$ cat src/rtl/wb_arb_pkg.sv
// Shared definitions for the two-master Wishbone arbiter: state encoding,
// burst tag constants and the round-robin owner selection helper.
package wb_arb_pkg;

    localparam logic [1:0] ARB_IDLE = 2'd0;
    localparam logic [1:0] ARB_M0   = 2'd1;
    localparam logic [1:0] ARB_M1   = 2'd2;

    localparam logic [2:0] CTI_CLASSIC = 3'b000;
    localparam logic [2:0] CTI_INCR    = 3'b010;
    localparam logic [2:0] CTI_EOB     = 3'b111;

    typedef enum logic [1:0] {
        ST_IDLE = ARB_IDLE,
        ST_M0   = ARB_M0,
        ST_M1   = ARB_M1
    } arb_state_t;

    // On a tie the master that did not own the bus last wins; last_owner 1 = m1.
    function automatic arb_state_t rr_pick(input logic m0_cyc, input logic m1_cyc,
                                           input logic last_owner);
        arb_state_t pick;
        pick = ST_IDLE;
        if (m0_cyc && m1_cyc)
            pick = last_owner ? ST_M0 : ST_M1;
        else if (m0_cyc)
            pick = ST_M0;
        else if (m1_cyc)
            pick = ST_M1;
        return pick;
    endfunction

endpackage

$ cat src/rtl/wb_arb_watchdog.sv
// Stall watchdog for the arbiter owner: counts stalled strobe cycles and
// pulses timeout_o on the TIMEOUT_CYCLES-th consecutive stall cycle.
module wb_arb_watchdog #(
    parameter int TIMEOUT_CYCLES = 255
) (
    input  logic clk_i,
    input  logic nrst_i,
    input  logic clr_i,
    input  logic stall_i,
    input  logic resp_i,
    output logic timeout_o
);

    logic [7:0] count_reg;
    logic [7:0] count_next;
    logic [7:0] count_inc;

    assign count_inc = count_reg + 8'd1;
    // The pulse cycle is itself the last stall cycle being counted.
    assign timeout_o = stall_i && (count_inc == 8'(TIMEOUT_CYCLES));

    always_comb begin
        count_next = count_reg;
        if (clr_i || resp_i || timeout_o)
            count_next = 8'd0;
        else if (stall_i)
            count_next = count_inc;
    end

    always_ff @(posedge clk_i or negedge nrst_i) begin
        if (!nrst_i)
            count_reg <= 8'd0;
        else
            count_reg <= count_next;
    end

endmodule

$ cat src/rtl/wb_master_arbiter.sv
// Two-master to one-slave Wishbone B3 arbiter, round-robin with cycle lock.
// Define WB_ARB_TIMEOUT_EN to add the stall watchdog and timeout_o.
module wb_master_arbiter
    import wb_arb_pkg::*;
#(
    parameter int AW = 32,
    parameter int DW = 32
`ifdef WB_ARB_TIMEOUT_EN
    ,
    parameter int TIMEOUT_CYCLES = 255
`endif
) (
    input  logic            clk_i,
    input  logic            nrst_i,

    input  logic [AW-1:0]   m0_adr_i,
    input  logic [DW-1:0]   m0_dat_i,
    input  logic [DW/8-1:0] m0_sel_i,
    input  logic            m0_we_i,
    input  logic            m0_cyc_i,
    input  logic            m0_stb_i,
    input  logic [2:0]      m0_cti_i,
    input  logic [1:0]      m0_bte_i,
    output logic [DW-1:0]   m0_dat_o,
    output logic            m0_ack_o,
    output logic            m0_err_o,
    output logic            m0_rty_o,

    input  logic [AW-1:0]   m1_adr_i,
    input  logic [DW-1:0]   m1_dat_i,
    input  logic [DW/8-1:0] m1_sel_i,
    input  logic            m1_we_i,
    input  logic            m1_cyc_i,
    input  logic            m1_stb_i,
    input  logic [2:0]      m1_cti_i,
    input  logic [1:0]      m1_bte_i,
    output logic [DW-1:0]   m1_dat_o,
    output logic            m1_ack_o,
    output logic            m1_err_o,
    output logic            m1_rty_o,

    output logic [AW-1:0]   s_adr_o,
    output logic [DW-1:0]   s_dat_o,
    output logic [DW/8-1:0] s_sel_o,
    output logic            s_we_o,
    output logic            s_cyc_o,
    output logic            s_stb_o,
    output logic [2:0]      s_cti_o,
    output logic [1:0]      s_bte_o,
    input  logic [DW-1:0]   s_dat_i,
    input  logic            s_ack_i,
    input  logic            s_err_i,
    input  logic            s_rty_i,

`ifdef WB_ARB_TIMEOUT_EN
    output logic            timeout_o,
`endif
    output logic [1:0]      grant_o
);

    arb_state_t state_reg;
    arb_state_t state_next;
    logic       last_owner_reg;

    logic own_m0;
    logic own_m1;
    logic own_cyc;
    logic own_stb;
    logic timeout;

    // The owner is released only on the cycle its cyc is low; that same cycle
    // picks the successor so there is no idle bubble on handover.
    always_comb begin
        state_next = state_reg;
        unique case (state_reg)
            ST_M0:   if (!m0_cyc_i) state_next = rr_pick(m0_cyc_i, m1_cyc_i, last_owner_reg);
            ST_M1:   if (!m1_cyc_i) state_next = rr_pick(m0_cyc_i, m1_cyc_i, last_owner_reg);
            default: state_next = rr_pick(m0_cyc_i, m1_cyc_i, last_owner_reg);
        endcase
    end

    always_ff @(posedge clk_i or negedge nrst_i) begin
        if (!nrst_i) begin
            state_reg      <= ST_IDLE;
            last_owner_reg <= 1'b1;
        end else begin
            state_reg <= state_next;
            if (state_next == ST_M0 && state_reg != ST_M0)
                last_owner_reg <= 1'b0;
            else if (state_next == ST_M1 && state_reg != ST_M1)
                last_owner_reg <= 1'b1;
        end
    end

    assign own_m0  = (state_reg == ST_M0);
    assign own_m1  = (state_reg == ST_M1);
    assign own_cyc = (own_m0 && m0_cyc_i) || (own_m1 && m1_cyc_i);
    assign own_stb = (own_m0 && m0_stb_i) || (own_m1 && m1_stb_i);
    assign grant_o = {own_m1, own_m0};

    assign s_adr_o = own_m1 ? m1_adr_i : m0_adr_i;
    assign s_dat_o = own_m1 ? m1_dat_i : m0_dat_i;
    assign s_sel_o = own_m1 ? m1_sel_i : m0_sel_i;
    assign s_we_o  = own_cyc && (own_m1 ? m1_we_i : m0_we_i);
    assign s_cti_o = own_m1 ? m1_cti_i : m0_cti_i;
    assign s_bte_o = own_m1 ? m1_bte_i : m0_bte_i;
    assign s_cyc_o = own_cyc;
    assign s_stb_o = own_stb && !timeout;

    assign m0_dat_o = s_dat_i;
    assign m1_dat_o = s_dat_i;

    // Responses only reach an owner that still holds cyc, so a straggling
    // ack after a dropped cycle is never misattributed.
    assign m0_ack_o = own_m0 && m0_cyc_i && s_ack_i;
    assign m0_rty_o = own_m0 && m0_cyc_i && s_rty_i;
    assign m0_err_o = own_m0 && ((m0_cyc_i && s_err_i) || timeout);
    assign m1_ack_o = own_m1 && m1_cyc_i && s_ack_i;
    assign m1_rty_o = own_m1 && m1_cyc_i && s_rty_i;
    assign m1_err_o = own_m1 && ((m1_cyc_i && s_err_i) || timeout);

`ifdef WB_ARB_TIMEOUT_EN
    logic wd_clr;
    logic wd_stall;
    logic wd_resp;

    assign wd_clr   = (state_reg == ST_IDLE) || (state_next != state_reg);
    assign wd_resp  = own_cyc && (s_ack_i || s_err_i || s_rty_i);
    assign wd_stall = own_cyc && own_stb && !(s_ack_i || s_err_i || s_rty_i);

    wb_arb_watchdog #(
        .TIMEOUT_CYCLES(TIMEOUT_CYCLES)
    ) u_watchdog (
        .clk_i    (clk_i),
        .nrst_i   (nrst_i),
        .clr_i    (wd_clr),
        .stall_i  (wd_stall),
        .resp_i   (wd_resp),
        .timeout_o(timeout)
    );

    assign timeout_o = timeout;
`else
    assign timeout = 1'b0;
`endif

endmodule

$ cat config.mk
export PLATFORM = sky130hd
export DESIGN_NAME = wb_master_arbiter
export DESIGN_NICKNAME = d
export VERILOG_FILES = /design/src/rtl/wb_arb_pkg.sv /design/src/rtl/wb_arb_watchdog.sv /design/src/rtl/wb_master_arbiter.sv
export SDC_FILE = /design/constraint.sdc
export NUM_CORES = 1
export LEC_CHECK = 0
export CAP_MARGIN = 10
export CORE_AREA = 3 3 131 133
export DETAILED_ROUTE_END_ITERATION = 12
export DIE_AREA = 0 0 134 136
export SLEW_MARGIN = 20
export SYNTH_ARGS = -nofsm -noshare
export SYNTH_HDL_FRONTEND = slang
export SYNTH_HIERARCHICAL = 1
export SYNTH_SLANG_ARGS = --single-unit
$ cat constraint.sdc
create_clock -name clk_i -period 1.7 [get_ports clk_i]
set_input_delay 0.17 -clock clk_i [delete_from_list [all_inputs] [get_ports clk_i]]
set_output_delay 0.17 -clock clk_i [all_outputs]
set_load 0.05 [all_outputs]
== After elaboration in Yosys (flattened, before gate mapping) ==
Cells that the tools add are included.
Storage, ports and cells
  input bits: 189
  bits in registers: 3
Operators by class
  reductions and logical operators: 19
  multiplexer cells: 18
  eq/ne operators: 6
Operators by type and width (count)
  32-bit 2-to-1 mux: 2
  2-bit 2-to-1 mux: 9
  1-bit logical AND: 16
  2-bit by 1-bit equality test with 1-bit output (second input constant): 2
  2-bit equality test (second input constant): 2
  1-bit 2-to-1 mux: 4
  4-bit 2-to-1 mux: 1
  2-bit one-hot mux with 2 select lines: 1
  3-bit 2-to-1 mux: 1
  1-bit logical OR: 2
  2-bit by 1-bit != test with 1-bit output (second input constant): 1
  2-bit != test (second input constant): 1
  2-bit nonzero test: 1

== Logic depth before layout (Yosys ltp) ==
  depth after elaboration: 8
  mapped depth: 7
  mapped depth without buffers: 6

== Worst setup path before layout ==
Ideal clock, no wire load.
  kind: register to output
  start point: register state_reg[0]
  end point: output port s_we_o
  stages on the path, launching flop included: 7
  arrival time: 1.698 ns
  required time: 1.530 ns
  slack: -0.168 ns
  buffers on the path: 2
  path through: dfrtp_1 inv_1 ha_1 buf_2 buf_2 mux2i_1 nor2_1
Between the ends
  word-level cells in the longest chain between the ends: 4
  elaborated cells between the ends (all ways): 7
RTL lines
  start: declaration: RTL line wb_master_arbiter.sv:61  | arb_state_t state_reg;
  start signal: assignment: RTL line wb_master_arbiter.sv:87  | state_reg <= state_next;
  2-bit equality test (*): RTL line wb_master_arbiter.sv:96  | assign own_m1 = (state_reg == ST_M1);
  named net own_m1: RTL line wb_master_arbiter.sv:66  | logic own_m1;
  1-bit logical AND: RTL line wb_master_arbiter.sv:97  | assign own_cyc = (own_m0 && m0_cyc_i) || (own_m1 && m1_cyc_i);
  1-bit logical OR: RTL line wb_master_arbiter.sv:97
  1-bit logical AND (*): RTL line wb_master_arbiter.sv:104  | assign s_we_o = own_cyc && (own_m1 ? m1_we_i : m0_we_i);
  end: declaration: RTL line wb_master_arbiter.sv:45  | output logic s_we_o,
Mark *: on every way through the listed nets, which the timed path passes. The rest lies on a longest branch.

== Final worst setup path ==
  start point: register state_reg[1]
  end point: output port s_dat_o[20]
Between the ends
  word-level cells in the longest chain between the ends: 2
RTL lines
  2-bit equality test: RTL line wb_master_arbiter.sv:96
  32-bit 2-to-1 mux: RTL line wb_master_arbiter.sv:102  | assign s_dat_o = own_m1 ? m1_dat_i : m0_dat_i;
  end: declaration: RTL line wb_master_arbiter.sv:43  | output logic [DW-1:0] s_dat_o,
Every way passes these cells.

==> results.json <==
{
  "num_antenna_cells": 0,
  "r2r_cells": 7,
  "drv_slew": 0,
  "timing.rr.end": "state_reg[1]$_DFF_PN0_",
  "maxSlewHeadroom": 0.787,
  "placement.cell_area_um2": 3810,
  "rsz0062_at_grt": "true",
  "switching_share": 0.509,
  "nFillCells": 1649,
  "critPathLaunch": "state_reg[1]$_DFF_PN0_",
  "start_kind": "flop",
  "reg2reg_slack_ps": 50,
  "io_pins": 337,
  "intPower_uw": 2980,
  "rows": 46,
  "cts_sinks": 3,
  "dp_hpwl_um": 6560,
  "synth-edff-count": 0,
  "cap_viol_max_count": 0,
  "drtIter0Drc": 32,
  "ff_latch_area_um2": 76.3,
  "ir_drop_mv": 0.558,
  "cts-htree-levels": 1,
  "die_w_um": 134,
  "mostFrequentLayoutCells": "156 x clkdlybuf4s50_1, 50 x mux2_2, 44 x buf_6",
  "place.port_buffers": 240,
  "postRouteAntennaNets": 0,
  "route.vias.total": 2059,
  "reg2reg_from": "state_reg[1]$_DFF_PN0_",
  "p_switching_uw": 3100,
  "gp_congestion": 0.741,
  "die_area_um2": 18200,
  "drt_drc_violations_left": 0,
  "syn_area_um2": 1680,
  "worst_pin_slew_ps": 319,
  "insertion_delay_ps": 220,
  "async_flop_share": 1.00,
  "grt_usage": 0.0860,
  "setup_viol": 78,
  "grt_pass1_vias": 2319,
  "finalNetCount": 563,
  "p_leak_uw": 0.00180,
  "clockPowerShare": 0.060,
  "core_um2": 15900,
  "crit_arrival_ps": 1690,
  "yosys_warnings": 6,
  "viasPerCell": 3.51,
  "synthCells": 188,
  "required_ps": 1530,
  "cts_root_buf": "clkbuf_16",
  "violations": "setup timing",
  "power_density_nw_per_um2": 1390,
  "drive_gt1_frac": 0.509,
  "fin_area_um2": 4390,
  "yosysSeqAreaShare": 0.0454,
  "fmax_ghz": 0.539,
  "grt_pass1_wl_um": 12200,
  "grt-ovfl-total": 0,
  "synth_fp_nets": 379,
  "synth_top_flop_cell": "dfrtp_1",
  "wire_per_inst_um": 14.6,
  "critical_path.endpoint_type": "output port",
  "fin_crit_ps": 1860,
  "seq_power_share": 0.023,
  "ctsHoldBuffers": 0,
  "skew_ps": 2.00,
  "synth-seq-cells": 3,
  "hold_violations": 0,
  "syn_avg_cell_area_um2": 8.94,
  "fin_ws_ps": -156,
  "dp_slack_ps": 42.4,
  "hold_path_class": "in2async",
  "status": "finished, violations left",
  "initial_core_util": 0.105,
  "multiInputGateArea_um2": 1190,
  "period_share": 1.09,
  "cts_buffer_depth": 2,
  "cp_max_fo": 9,
  "critPathKind": "reg2out",
  "routed_wl_um": 8590,
  "first_pass_iters": 4,
  "power_frac_comb": 0.916,
  "area_growth_pct": 161,
  "clk_pin_slew_worst_paths_ps": 30,
  "grt_max_degree": 23,
  "dpl.cell_count": 572,
  "largest_register_ffs": 2,
  "finalNonFillerCells": 587,
  "yosysUniqueCellTypes": 27,
  "cts_tree": "built",
  "die_y_um": 136,
  "numCtsBuffers": 3,
  "layout_commonest_cell": "clkdlybuf4s50_1",
  "antenna_found_initial": 0
}
## final cells by class
| type | instances | area share |
|---|---|---|
| timing repair buffer | 256 | 0.629 |
| tap | 216 | 0.0616 |
| clock buffer | 4 | 0.0180 |
| multi-input combinational | 104 | 0.271 |
| sequential | 3 | 0.0174 |
| inverter | 4 | 0.00342 |
## critical path, stage by stage (launching register included)
cell     delay (ps)
dfrtp_1         400
ha_4            180
buf_12          130
buf_12          130
buf_16          140
mux2_4          310
buf_8           150
## power groups by stage
stage,clock [uW],combinational (uW),sequential [uW]
global route,383,5810,148
global placement,0,4640,139
CTS,373,5560,143
floorplan,0,3480,134
finish,368,5570,142
detailed placement,0,4670,141
## how the worst max path moves through the flow
| stage | endpoint | slack, ps | cells past startpoint |
|---|---|---|---|
| after global routing | s_adr_o[9] | -200 | 7 |
| after floorplan | s_we_o | 50 | 6 |
| after detailed placement | s_dat_o[24] | 40 | 5 |
| after CTS | s_cti_o[2] | -160 | 7 |
| final | s_dat_o[20] | -160 | 6 |
| after global placement | s_dat_o[24] | 70 | 5 |
## stage by stage
stage | hold WS [ps] | total power [uW] | setup TNS (ps) | util
after floorplan | -126 | 3610 | 0 | -
after global placement | 340 | 4780 | 0 | 0.239
after detailed placement | 340 | 4820 | 0 | 0.239
after CTS | 133 | 6080 | -8480 | 0.272
after global routing | 153 | 6350 | -11950 | 0.275
final | 131 | 6080 | -7500 | 0.275
## layer usage
layer  global-route usage  vias up  share of wire
met3               0.0348       26           0.12
met5                    0        -              0
li1                     -      958              -
met4               0.0349        0          0.027
met2                0.166      155           0.54
met1               0.0804      920           0.32
## Yosys cell counts, drive strengths merged (2+ instances only)
cell type | n | area, um2
nand2 | 2 | 7.51
buf | 75 | 541
and3b | 3 | 26.3
clkbuf | 2 | 8.75
o21ai | 4 | 20.0
mux2 | 73 | 822
inv | 4 | 15.0
a21oi | 2 | 10.0
ha | 2 | 25.0
dfrtp | 2 | 50.1
and3 | 6 | 37.5
## logic make-up (layout without fill, tap and decap cells)
kind of cell | after synthesis | in the layout | synth area share
buf+inv | 81 | 264 | 0.336
mux | 74 | 74 | 0.495
simple gates | 16 | 16 | 0.0588
compound gates | 12 | 12 | 0.0499
flops | 3 | 3 | 0.0454
fa+ha+maj | 2 | 2 | 0.0149
## what timing repair did
item                                    4_1_cts  5_1_grt
pin swaps                                     3        2
resized for setup                            74       10
setup buffers                                 7        0
endpoints found under the setup margin       76       82
gates cloned                                  4        0
No activity file was read; power rests on OpenSTA's default activity.
